==> config.mk <==
export PLATFORM = sky130hd
export DESIGN_NAME = uart_reg_ctrl
export DESIGN_NICKNAME = d
export VERILOG_FILES = /design/src/rtl/uart_ctrl_pkg.sv /design/src/rtl/uart_reg_ctrl.sv
export SDC_FILE = /design/constraint.sdc
export NUM_CORES = 1
export LEC_CHECK = 0
export CAP_MARGIN = 20
export CELL_PAD_IN_SITES_DETAIL_PLACEMENT = 1
export CELL_PAD_IN_SITES_GLOBAL_PLACEMENT = 2
export CORE_ASPECT_RATIO = 1.4
export CORE_MARGIN = 2
export CORE_UTILIZATION = 41
export DETAILED_ROUTE_END_ITERATION = 7
export DONT_BUFFER_PORTS = 1
export GPL_TIMING_DRIVEN = 0
export PLACE_DENSITY = 0.91
export SLEW_MARGIN = 40
export SYNTH_ARGS = -nofsm -noshare
export SYNTH_HDL_FRONTEND = slang
export SYNTH_SLANG_ARGS = --single-unit
==> constraint.sdc <==
create_clock -name clk -period 3.2 [get_ports clk]
set_clock_uncertainty 0.05 [all_clocks]
set_input_delay 0.48 -clock clk [delete_from_list [all_inputs] [get_ports clk]]
set_output_delay 0.48 -clock clk [all_outputs]
set_load 0.01 [all_outputs]
==> src/rtl/uart_ctrl_pkg.sv <==
// Shared constants and FSM state type for the uart register controller.
// Imported by uart_reg_ctrl.
package uart_ctrl_pkg;

    localparam logic [7:0] CMD_W       = 8'h57;
    localparam logic [7:0] CMD_R       = 8'h52;
    localparam logic [7:0] RSP_OK      = 8'h4B;
    localparam logic [7:0] RSP_UNK     = 8'h3F;
    localparam logic [7:0] RSP_BADADDR = 8'h21;

    localparam int ST_W = 3;

    typedef enum logic [ST_W-1:0] {
        IDLE,
        GET_ADDR,
        GET_DATA,
        EXEC,
        SEND
    } state_t;

    function automatic logic [7:0] sat_inc(input logic [7:0] v);
        return (v == 8'hFF) ? v : v + 8'd1;
    endfunction

endpackage

==> src/rtl/uart_reg_ctrl.sv <==
// Byte-protocol command sequencer on the uart FIFO side.
// Reads/writes a small register bank and queues a one-byte reply.
module uart_reg_ctrl
    import uart_ctrl_pkg::*;
#(
    parameter int NREG        = 4,
    parameter int TIMEOUT_CYC = 5_000_000
) (
    input  logic              clk,
    input  logic              reset,
    input  logic              rx_empty,
    input  logic [7:0]        r_data,
    output logic              rd_uart,
    input  logic              tx_full,
    output logic [7:0]        w_data,
    output logic              wr_uart,
    output logic [8*NREG-1:0] reg_flat,
    output logic              reg_we,
    output logic [7:0]        reg_waddr,
    output logic [7:0]        led,
    output logic [7:0]        err_count
);

    localparam int AW = (NREG > 1) ? $clog2(NREG) : 1;
    localparam int TW = $clog2(TIMEOUT_CYC);
    localparam logic [TW-1:0] TMAX = TW'(TIMEOUT_CYC - 1);

    state_t state, state_d;

    logic [NREG-1:0][7:0] regs;
    logic [7:0]    cmd, cmd_d;
    logic [7:0]    addr, addr_d;
    logic [7:0]    data, data_d;
    logic [7:0]    reply_d;
    logic [TW-1:0] tcnt, tcnt_d;
    logic          err_inc;
    logic          addr_ok;
    logic [AW-1:0] idx;

    assign addr_ok   = ({1'b0, addr} < 9'(NREG));
    assign idx       = addr[AW-1:0];
    assign reg_flat  = regs;
    assign led       = regs[0];
    assign reg_waddr = addr;

    // State register
    always_ff @(posedge clk) begin
        if (reset) state <= IDLE;
        else       state <= state_d;
    end

    // Next-state, strobes and datapath next values
    always_comb begin
        state_d = state;
        cmd_d   = cmd;
        addr_d  = addr;
        data_d  = data;
        reply_d = w_data;
        tcnt_d  = tcnt;
        err_inc = 1'b0;
        rd_uart = 1'b0;
        wr_uart = 1'b0;
        reg_we  = 1'b0;
        unique case (state)
            IDLE: begin
                if (!rx_empty) begin
                    rd_uart = 1'b1;
                    cmd_d   = r_data;
                    tcnt_d  = '0;
                    if (r_data == CMD_W || r_data == CMD_R) begin
                        state_d = GET_ADDR;
                    end else begin
                        reply_d = RSP_UNK;
                        err_inc = 1'b1;
                        state_d = SEND;
                    end
                end
            end
            GET_ADDR: begin
                if (!rx_empty) begin
                    rd_uart = 1'b1;
                    addr_d  = r_data;
                    tcnt_d  = '0;
                    state_d = (cmd == CMD_W) ? GET_DATA : EXEC;
                end else if (tcnt == TMAX) begin
                    tcnt_d  = '0;
                    err_inc = 1'b1;
                    state_d = IDLE;
                end else begin
                    tcnt_d = tcnt + TW'(1);
                end
            end
            GET_DATA: begin
                if (!rx_empty) begin
                    rd_uart = 1'b1;
                    data_d  = r_data;
                    tcnt_d  = '0;
                    state_d = EXEC;
                end else if (tcnt == TMAX) begin
                    tcnt_d  = '0;
                    err_inc = 1'b1;
                    state_d = IDLE;
                end else begin
                    tcnt_d = tcnt + TW'(1);
                end
            end
            EXEC: begin
                state_d = SEND;
                if (!addr_ok) begin
                    reply_d = RSP_BADADDR;
                    err_inc = 1'b1;
                end else if (cmd == CMD_W) begin
                    reg_we  = 1'b1;
                    reply_d = RSP_OK;
                end else begin
                    reply_d = regs[idx];
                end
            end
            SEND: begin
                if (!tx_full) begin
                    wr_uart = 1'b1;
                    state_d = IDLE;
                end
            end
            default: state_d = IDLE;
        endcase
        // No FIFO traffic or register write while reset is held
        if (reset) begin
            rd_uart = 1'b0;
            wr_uart = 1'b0;
            reg_we  = 1'b0;
        end
    end

    // Datapath registers, register bank and error counter
    always_ff @(posedge clk) begin
        if (reset) begin
            cmd       <= 8'h00;
            addr      <= 8'h00;
            data      <= 8'h00;
            w_data    <= 8'h00;
            tcnt      <= '0;
            err_count <= 8'h00;
            regs      <= '0;
        end else begin
            cmd    <= cmd_d;
            addr   <= addr_d;
            data   <= data_d;
            w_data <= reply_d;
            tcnt   <= tcnt_d;
            if (err_inc) err_count <= sat_inc(err_count);
            if (reg_we)  regs[idx] <= data;
        end
    end

endmodule
==> impl_metrics.csv <==
group,metric,value,unit
outcome,status,"finished clean",
route,vias,3867,
sta,hold_ws,0.213,ns
global_routing,grt_use_total,0.231,
die,io_pins,79,
sta,finalMaxSlewViolations,0,
clocking,clk_pin_slew,0.06,ns
yosys,synthDistinctLibCells,53,
sta,setup_tns,0,ns
global_routing,antenna_found_initial,0,
clocking,root_buffer,"clkbuf_16",
clocking,numCtsBuffers,9,
sta,fin_ws,0.600,ns
die,rows,45,
yosys,synth_edf_count,0,
yosys,async_flop_share,0,
placed_design,place_congestion,0.871,
critical_path,reg2reg_from,"state[1]$_SDFFE_PP0P_",
critical_path,crit_start,"state[1]$_SDFFE_PP0P_",
placed_design,dpl_worst_slack,0.623,ns
critical_path,critPathTopFamily,"simple AND/OR/NAND/NOR gates",
route,routed_wl,13200,microns
sta,grt_setup_unrepaired,"no",
global_routing,grt_first_pass_wirelength,21200,microns
yosys,syn-instance-count,508,
critical_path,slowest_delay,0.52,ns
die,die_w,92.4,microns
power_and_ir_drop,p_comb_frac,0.049,
die,core,0.0108,sq mm
yosys,synth_nets,522,
sta,fmax,385,MHz
power_and_ir_drop,switching_share,0.236,
sta,finalSetupViolations,0,
global_routing,grt_pass1_vias,4154,
finish,n_antenna_cell,0,
hold_path,hold_class,"input pin to register",
power_and_ir_drop,seqPwrFrac,0.526,
power_and_ir_drop,power.density,481,mW/mm^2
yosys,synth_ff_type,"dfxtp_1",
clocking,worstSkewPairLatency,0.35,ns
clocking,post-cts-setup-buffers,0,
route,initialDrtViolationCount,113,
clocking,h-tree-depth,3,
sta,tightest_slew,0.808,ns
yosys,ys_seq_elements,98,
critical_path,worst_setup_path_start_kind,"register",
clocking,cts_buffer_depth,2,
clocking,postCtsHoldBufs,0,
finish,area_growth,10.5,%
yosys,yosys_warnings,0,
yosys,synthesis.area,0.00449,sq mm
finish,fin_nets,533,
clocking,cts_sinks,98,
critical_path,worstPathMaxFanout,10,
global_routing,grt_overflow,0,
power_and_ir_drop,p_int,1830,uW
global_routing,grt_max_degree,16,
power_and_ir_drop,p_leak,0.00180,uW
route,post_drt_via_cell_ratio,5.82,
finish,fillers,1273,
clocking,cts_tree,"done",
yosys,avgSynthCellArea,8.84,sq um
critical_path,crit_slowest_cell,"nand3_1",
die,start_util,0.417,
critical_path,crit_buf_inv,1,
finish,final_common_cell,"dfxtp_1",
sta,period_minus_slack,2.60,ns
critical_path,path_cells,"buf_2 -> and2_1 -> nand2_1 -> nor4_4 -> nand3_1 -> mux2i_1 -> nor2_1",
route,dr.pass1.iters,4,
route,wire_per_inst,19.8,microns
sta,slew_headroom,0.456,
finish,drive_gt1_frac,0.0916,
power_and_ir_drop,clkPwrFrac,0.424,
power_and_ir_drop,power_switching,564,uW
die,die_h,128,microns
finish,mostFrequentLayoutCells,"dfxtp_1, nor2_1, nand2_1",
critical_path,end_kind,"register",
clocking,cts-resized-gates,0,
route,detail-route-antenna-nets,0,
placed_design,portBuffers,0,
hold_path,hold_start,"r_data[4]",
power_and_ir_drop,ir_drop,0.000302,V
critical_path,crit_arrival,2.76,ns
yosys,ys_seq_area_frac,0.437,
die,dieArea,0.0118,sq mm
critical_path,crit_type,"register to register",
critical_path,critPathRequiredTime,3.36,ns
route,drc,0,
flow_run,drv_cap,0,
sta,fin_crit_sh,0.813,
sta,finalHoldViolCount,0,
placed_design,hpwl,9710,microns
## power by group through the flow
| stage | Combinational (uW) | Sequential, uW | Clock, uW |
|---|---|---|---|
| floorplan | 84.3 | 1280 | 0 |
| global placement | 112 | 1280 | 0 |
| detailed placement | 117 | 1290 | 0 |
| CTS | 118 | 1260 | 1030 |
| global route | 130 | 1260 | 1080 |
| finish | 118 | 1260 | 1010 |
## per-stage QoR
step | power, uW | area [sq um] | std cells | util
after floorplan | 1360 | 4490 | 508 | -
after global placement | 1400 | 4670 | 649 | 0.434
after detailed placement | 1400 | 4680 | 649 | 0.435
after CTS | 2400 | 4960 | 665 | 0.461
after global routing | 2470 | 4960 | 665 | 0.461
final | 2390 | 4960 | 665 | 0.461
## Yosys cell counts, types with 3 or more instances
library cell	count	area, sq um
inv_1	6	22.5
nor2b_1	3	18.8
nand2_1	58	218
buf_1	3	11.3
a311oi_1	13	114
clkbuf_1	19	71.3
dfxtp_1	98	1960
a21oi_1	40	200
o21ai_0	14	70.1
buf_2	4	20.0
nand3_1	12	60.1
and2_1	3	18.8
mux2i_1	41	410
nor3b_1	3	22.5
nand2b_1	6	37.5
or3_1	7	43.8
buf_4	12	90.1
a31oi_1	6	37.5
mux4_2	8	180
a211oi_1	4	30.0
nor3_1	17	85.1
nor2_1	74	278
nor4_1	10	62.6
nand4_1	5	31.3
## cell families (layout without fill, tap and decap cells)
group	Yosys count	count (layout)	synth area share
xor gates and xnor gates	4	4	0.00781
adders and majority gates	2	2	0.00557
and+or+nand+nor	213	213	0.229
DFF	98	98	0.437
muxes	50	50	0.134
AOI/OAI and AO/OA	96	96	0.137
buffers and inverters	45	61	0.0504
## state kept, by name, summed over array words and instances, names as in the netlist
| register | flops |
|---|---|
| tcnt | 23 |
| err_count | 8 |
| led | 8 |
| reg_waddr | 8 |
| data | 8 |
| cmd | 8 |
| reg_flat | 24 |
| w_data | 8 |
| state | 3 |
## cell type report
| class | instances | area (sq um) | area share |
|---|---|---|---|
| clock buffers | 12 | 246 | 0.0497 |
| multi-input cells | 365 | 2320 | 0.468 |
| flip-flops and latches | 98 | 1960 | 0.395 |
| clock inverters | 4 | 27.5 | 0.00555 |
| well taps | 141 | 176 | 0.0356 |
| plain buffers | 39 | 204 | 0.0411 |
| inverters | 6 | 22.5 | 0.00454 |
## final timing paths
check / endpoint / slack (ns) / depth (start not counted)
min reg2reg: tcnt[22]$_SDFFE_PP0P_ / 0.44 / 1
max reg2reg: reg_flat[31]$_SDFFE_PP0P_ / 0.60 / 7
max: reg_flat[31]$_SDFFE_PP0P_ / 0.60 / 7
min: reg_waddr[4]$_SDFFE_PP0P_ / 0.21 / 2
## metal layers
| layer | vias to the layer above | wire length [microns] | GRT usage |
|---|---|---|---|
| li1 | 1839 | - | - |
| met1 | 1934 | 5090 | 0.244 |
| met2 | 77 | 7140 | 0.421 |
| met3 | 17 | 650 | 0.0541 |
| met4 | 0 | 303 | 0.119 |
| met5 | - | 0 | 0 |
Power figures use the tool's default switching activity.
